[src/rtl/reg_bank_arbiter_pkg.sv]
// reg_bank_arbiter_pkg
//   Shared opcode and state encodings for the register-bank arbiter.
//   No ports; imported by reg_bank_arbiter and rr_picker.
package reg_bank_arbiter_pkg;

  localparam logic [1:0] OP_READ  = 2'd0;
  localparam logic [1:0] OP_WRITE = 2'd1;
  localparam logic [1:0] OP_CLR   = 2'd2;
  localparam logic [1:0] OP_PRE   = 2'd3;

  typedef enum logic [1:0] {
    IDLE   = 2'd0,
    ACCESS = 2'd1,
    DONE   = 2'd2
  } state_t;

endpackage

[src/rtl/reg_bank_arbiter_rr_picker.sv]
// rr_picker
//   Combinational round-robin selection: first requester found searching
//   ptr, ptr+1, ... modulo NrOfReq.
// Ports:
//   req    in   NrOfReq  request levels
//   ptr    in   IdxW     search start index (always < NrOfReq)
//   grant  out  NrOfReq  one-hot winner (0 when nothing requested)
//   idx    out  IdxW     winner index
//   found  out  1        some requester is active
module rr_picker #(
  parameter int NrOfReq = 4,
  parameter int IdxW    = (NrOfReq > 1) ? $clog2(NrOfReq) : 1
) (
  input  logic [NrOfReq-1:0] req,
  input  logic [IdxW-1:0]    ptr,
  output logic [NrOfReq-1:0] grant,
  output logic [IdxW-1:0]    idx,
  output logic               found
);

  // Outer loop walks the search distance, inner loop the candidate index, so
  // every select below uses a loop constant rather than a computed index.
  always_comb begin
    grant = '0;
    idx   = '0;
    found = 1'b0;
    for (int d = 0; d < NrOfReq; d++) begin
      for (int k = 0; k < NrOfReq; k++) begin
        if (!found && req[k] && (((int'(ptr) + d) % NrOfReq) == k)) begin
          found    = 1'b1;
          grant[k] = 1'b1;
          idx      = IdxW'(k);
        end
      end
    end
  end

endmodule

[src/rtl/reg_bank_arbiter.sv]
// reg_bank_arbiter
//   Shares one bank of clearable/presettable tri-state registers between
//   several requesters, one transaction at a time, round-robin.
//
//   state  | meaning
//   -------+---------------------------------------------------------
//   IDLE   | waiting for a request; picks owner and latches operands
//   ACCESS | one strobe active on the addressed register
//   DONE   | strobes off, ack pulse to owner, pointer moves past owner
//
// Ports:
//   Clock, Reset (sync, active-high), Tick (advance enable)
//   req/op/addr/wdata   per-requester request, opcode, address, data
//   bus_rd              shared register read bus
//   bus_wd              shared write data to register D inputs
//   reg_we/cs/clr/pre   per-register enable, output select (1=Z), clear, preset
//   grant, ack, err     owner, completion pulse, out-of-range flag
//   rdata, busy         read result (held), FSM not idle
module reg_bank_arbiter
  import reg_bank_arbiter_pkg::*;
#(
  parameter int NrOfReq  = 4,
  parameter int NrOfRegs = 8,
  parameter int AddrBits = 3,
  parameter int NrOfBits = 8
) (
  input  logic                         Clock,
  input  logic                         Reset,
  input  logic                         Tick,
  input  logic [NrOfReq-1:0]           req,
  input  logic [2*NrOfReq-1:0]         op,
  input  logic [AddrBits*NrOfReq-1:0]  addr,
  input  logic [NrOfBits*NrOfReq-1:0]  wdata,
  input  logic [NrOfBits-1:0]          bus_rd,
  output logic [NrOfBits-1:0]          bus_wd,
  output logic [NrOfRegs-1:0]          reg_we,
  output logic [NrOfRegs-1:0]          reg_cs,
  output logic [NrOfRegs-1:0]          reg_clr,
  output logic [NrOfRegs-1:0]          reg_pre,
  output logic [NrOfReq-1:0]           grant,
  output logic [NrOfReq-1:0]           ack,
  output logic                         err,
  output logic [NrOfBits-1:0]          rdata,
  output logic                         busy
);

  localparam int IdxW = (NrOfReq > 1) ? $clog2(NrOfReq) : 1;

  state_t              state, state_n;
  logic [IdxW-1:0]     ptr, ptr_n;
  logic [IdxW-1:0]     own, own_n;
  logic [1:0]          l_op, l_op_n;
  logic                l_bad, l_bad_n;

  logic [NrOfBits-1:0] bus_wd_n, rdata_n;
  logic [NrOfRegs-1:0] reg_we_n, reg_cs_n, reg_clr_n, reg_pre_n;
  logic [NrOfReq-1:0]  grant_n, ack_n;
  logic                err_n, busy_n;

  logic [NrOfReq-1:0]  pick_grant;
  logic [IdxW-1:0]     pick_idx;
  logic                pick_found;

  logic [1:0]          p_op;
  logic [AddrBits-1:0] p_addr;
  logic [NrOfBits-1:0] p_wdata;
  logic [NrOfRegs-1:0] p_sel;
  logic                p_bad;

  rr_picker #(
    .NrOfReq(NrOfReq),
    .IdxW   (IdxW)
  ) u_picker (
    .req  (req),
    .ptr  (ptr),
    .grant(pick_grant),
    .idx  (pick_idx),
    .found(pick_found)
  );

  // Operands of the candidate winner; strobes are decoded from these so they
  // come out registered in the first ACCESS cycle.
  always_comb begin
    p_op    = '0;
    p_addr  = '0;
    p_wdata = '0;
    for (int k = 0; k < NrOfReq; k++) begin
      if (pick_grant[k]) begin
        p_op    = op[2*k +: 2];
        p_addr  = addr[AddrBits*k +: AddrBits];
        p_wdata = wdata[NrOfBits*k +: NrOfBits];
      end
    end
  end

  // An address with no matching register (>= NrOfRegs) leaves p_sel empty.
  always_comb begin
    p_sel = '0;
    for (int r = 0; r < NrOfRegs; r++) begin
      p_sel[r] = (int'(p_addr) == r);
    end
    p_bad = ~|p_sel;
  end

  always_comb begin
    state_n   = state;
    ptr_n     = ptr;
    own_n     = own;
    l_op_n    = l_op;
    l_bad_n   = l_bad;
    bus_wd_n  = bus_wd;
    rdata_n   = rdata;
    reg_we_n  = reg_we;
    reg_cs_n  = reg_cs;
    reg_clr_n = reg_clr;
    reg_pre_n = reg_pre;
    grant_n   = grant;
    ack_n     = ack;
    err_n     = err;
    busy_n    = busy;

    if (Tick) begin
      case (state)
        IDLE: begin
          if (pick_found) begin
            state_n = ACCESS;
            own_n   = pick_idx;
            grant_n = pick_grant;
            busy_n  = 1'b1;
            l_op_n  = p_op;
            l_bad_n = p_bad;
            case (p_op)
              OP_WRITE: begin
                reg_we_n = p_sel;
                bus_wd_n = p_wdata;
              end
              OP_READ: reg_cs_n  = ~p_sel;
              OP_CLR:  reg_clr_n = p_sel;
              OP_PRE:  reg_pre_n = p_sel;
              default: ;
            endcase
          end
        end
        ACCESS: begin
          state_n   = DONE;
          reg_we_n  = '0;
          reg_cs_n  = '1;
          reg_clr_n = '0;
          reg_pre_n = '0;
          ack_n     = grant;
          err_n     = l_bad;
          if (l_op == OP_READ && !l_bad) begin
            rdata_n = bus_rd;
          end
        end
        DONE: begin
          state_n = IDLE;
          ack_n   = '0;
          err_n   = 1'b0;
          grant_n = '0;
          busy_n  = 1'b0;
          if (int'(own) == NrOfReq - 1) begin
            ptr_n = '0;
          end else begin
            ptr_n = own + IdxW'(1);
          end
        end
        default: state_n = IDLE;
      endcase
    end
  end

  always_ff @(posedge Clock) begin
    if (Reset) begin
      state   <= IDLE;
      ptr     <= '0;
      own     <= '0;
      l_op    <= OP_READ;
      l_bad   <= 1'b0;
      bus_wd  <= '0;
      rdata   <= '0;
      reg_we  <= '0;
      reg_cs  <= '1;
      reg_clr <= '0;
      reg_pre <= '0;
      grant   <= '0;
      ack     <= '0;
      err     <= 1'b0;
      busy    <= 1'b0;
    end else begin
      state   <= state_n;
      ptr     <= ptr_n;
      own     <= own_n;
      l_op    <= l_op_n;
      l_bad   <= l_bad_n;
      bus_wd  <= bus_wd_n;
      rdata   <= rdata_n;
      reg_we  <= reg_we_n;
      reg_cs  <= reg_cs_n;
      reg_clr <= reg_clr_n;
      reg_pre <= reg_pre_n;
      grant   <= grant_n;
      ack     <= ack_n;
      err     <= err_n;
      busy    <= busy_n;
    end
  end

endmodule

[config.mk]
export PLATFORM = sky130hd
export DESIGN_NAME = reg_bank_arbiter
export DESIGN_NICKNAME = d
export VERILOG_FILES = /design/src/rtl/reg_bank_arbiter_pkg.sv /design/src/rtl/reg_bank_arbiter_rr_picker.sv /design/src/rtl/reg_bank_arbiter.sv
export SDC_FILE = /design/constraint.sdc
export NUM_CORES = 1
export LEC_CHECK = 0
export CAP_MARGIN = 20
export CORE_AREA = 3 3 91 93
export CTS_CLUSTER_DIAMETER = 60
export DETAILED_ROUTE_END_ITERATION = 16
export DIE_AREA = 0 0 94 96
export PLACE_DENSITY = 0.88
export SLEW_MARGIN = 20
export SYNTH_ARGS = -nofsm -noshare
export SYNTH_HDL_FRONTEND = slang
export SYNTH_SLANG_ARGS = --single-unit
export TNS_END_PERCENT = 50
[constraint.sdc]
create_clock -name Clock -period 3.1 [get_ports Clock]
set_input_delay 0.465 -clock Clock [delete_from_list [all_inputs] [get_ports Clock]]
set_output_delay 0.465 -clock Clock [all_outputs]
set_load 0.03 [all_outputs]
==> impl_metrics.yaml <==
sta:
  relSlewSlack_pct: 46.8
  setup_viol: 0
  layout_min_cycle_time_ps: 2720
  finalHoldViolCount: 0
  clock_skew_ps: 6.74
  tightestPinTransition_ps: 794
  tns_ps: 0
  max_freq_mhz: 368
  finalMaxSlewViolations: 0
  rsz0062_at_grt: "false"
  period_share_pct: 87.7
place:
  hpwl_mm: 7.18
  io_buffers: 124
  place.gp.congestion: 0.834
  place_area_um2: 4740
logic_synthesis:
  synth_async_sr_flop_share_pct: 0
  synth_compound_area_share_pct: 24.4
  syn_area_um2: 3360
  synth-adder-area-share_pct: 1.49
  synth_top_family_by_area: "compound AO/OA/AOI/OAI gates"
  synth_edf_count: 0
  synthMuxAreaShare_pct: 12.2
  netlist_instances: 343
  syn_nets: 414
  synthSimpleGateAreaFrac_pct: 18.8
  yosys_most_used_dff: "dfxtp_1"
  ys_ff_latch: 67
  ys_warn_count: 0
  ys_types: 53
  syn_avg_cell_area_um2: 9.80
  ys_seq_area_share_pct: 39.9
  synth_xor_area_share_pct: 0
routing:
  routedWlPerCell_um: 16.0
  wl_mm: 9.30
  drc: 0
  vias: 3133
  drtAntennaViolNets: 0
  drt_iter0_markers: 146
  viasPerCell: 5.40
  drt-pass1-iter-count: 4
cells_and_area:
  utilization_pct: 65.2
  drive_gt1_share_pct: 14.6
  layout.nets: 544
  antenna_cells: 0
  fin_area_um2: 4960
  area_growth_pct: 47.5
  layout.cells.most_common: "clkdlybuf4s50_1"
  mostFrequentLayoutCells: "clkdlybuf4s50_1 (123), dfxtp_1 (67), nand2b_1 (35)"
worst_hold_path:
  hold_path_class: "register to register"
floorplanning:
  coreArea_um2: 7610
  row_count: 32
  die_height_um: 96
  die_x_um: 94
  dieArea_um2: 9020
  io_pins: 125
  start_util_pct: 44.2
critical_path:
  crit_arrival_ps: 2950
  cp_data_required_time_ps: 3330
  crit_path_max_fanout: 11
  crit_type: "primary input to register"
  worstSetupStartpointType: "primary input"
  critPathCaptureType: "register"
cts:
  htreeDepth: 3
  numCtsBuffers: 9
  clk_pin_slew_ps: 70
  cts_sinks: 67
  holdBufCountCts: 0
  clockBufferDepth: 2
  worstSkewPairLatency_ps: 340
  post_cts_buffers: 0
  cts_tree: "done"
  cts_resized: 0
  ctsRootBufferMaster: "clkbuf_8"
pwr:
  p_seq_share_pct: 41.2
  p_leak_nw: 1.79
  internal_power_mw: 1.59
  irDropWorstVdd_mv: 0.273
  sw_frac_of_total_pct: 28.1
  power_frac_comb_pct: 23.0
  clockPowerShare_pct: 35.8
  switchingPower_mw: 0.622
  p_per_area_nw_per_um2: 447
global_route:
  track_usage_pct: 21.0
  grt_first_pass_wirelength_mm: 14.8
  grt_overflow: 0
  grt_max_degree: 39
  grt_pass1_vias: 3117
  antenna_found_initial: 0
status:
  status: "finished clean"
job:
  cap_violations: 0
[state kept, by name (all words and copies together), names as in the netlist, 4 cells and up]
signal,flops
ack,4
bus_wd,8
grant,4
rdata,8
reg_clr,8
reg_cs,8
reg_pre,8
reg_we,8
[worst paths after layout]
kind | from | end | slack [ps] | cells after the start
min | l_op[1] | l_op[1] | 470 | 2
min reg2reg | l_op[1] | l_op[1] | 470 | 2
max reg2reg | ptr[1] | reg_cs[3] | 600 | 7
max | req[2] | reg_cs[3] | 380 | 8
[area by class of cell]
type | count | area [um2]
sequential | 67 | 1340
timing repair buffer | 137 | 1330
clock buffer | 10 | 128
fill | 594 | 2650
inverter | 7 | 26.3
tap | 102 | 128
clock inverter | 6 | 88.8
multi-input combinational | 251 | 1910
[power by group through the flow]
stage          clock (mW)  sequential [mW]  combinational (mW)
4_1_cts             0.804            0.913               0.509
3_5_place_dp            0            0.933               0.507
6_report            0.793            0.913               0.509
2_1_floorplan           0            0.981               0.253
5_1_grt             0.844            0.917               0.545
3_3_place_gp            0            0.932               0.496
[critical path: stages]
cell and delay (ps):
clkdlybuf4s50_1 670, a21oi_1 150, o211a_4 290, buf_4 190
a22o_1 270, o221ai_1 320, nand4_1 260, mux2_2 330
[routing by layer]
layer,share of wire [%],up-vias,GRT usage (%)
li1,-,1529,-
met1,42,1473,23.9
met2,49,116,37.1
met3,7.6,15,6.72
met4,1.4,0,7.46
met5,0,-,0
[through the flow]
stage,worst slack [ps],power [mW],cells,hold WS [ps]
2_1_floorplan,776,1.23,343,440
3_3_place_gp,137,1.43,564,450
3_5_place_dp,36.0,1.44,564,460
4_1_cts,407,2.23,580,471
5_1_grt,238,2.31,580,506
6_report,380,2.21,580,475
[kinds of logic (layout without fill, tap and decap cells)]
family,count (synthesis),count (layout)
fa+ha+maj,4,4
buf+inv,25,160
mux,40,40
compound gates,91,91
flops,67,67
simple gates,116,116
[Yosys cell counts (all sizes together), types with 2 or more instances]
cell	count	share of area, %
a221oi	4	2.5
nand2	9	1.1
nor3	8	1.3
a31o	2	0.78
nand2b	35	6.5
a31oi	5	2.2
ha	4	1.5
nand3	3	0.45
dfxtp	67	40
nor3b	6	1.3
nor2	32	3.6
a2bb2oi	2	0.89
a21oi	23	3.9
o21a	4	0.89
o32ai	2	1.1
nor2b	2	0.37
a22oi	15	3.5
clkbuf	11	1.2
or2	10	1.9
o211ai	2	0.45
a211oi	9	2.0
mux2	8	2.7
inv	7	0.78
buf	7	1.2
mux2i	32	9.5
a221o	10	3.0
nand4	8	1.5
o21ai	6	1.1
Note: power is estimated with default switching activity, not from simulation.
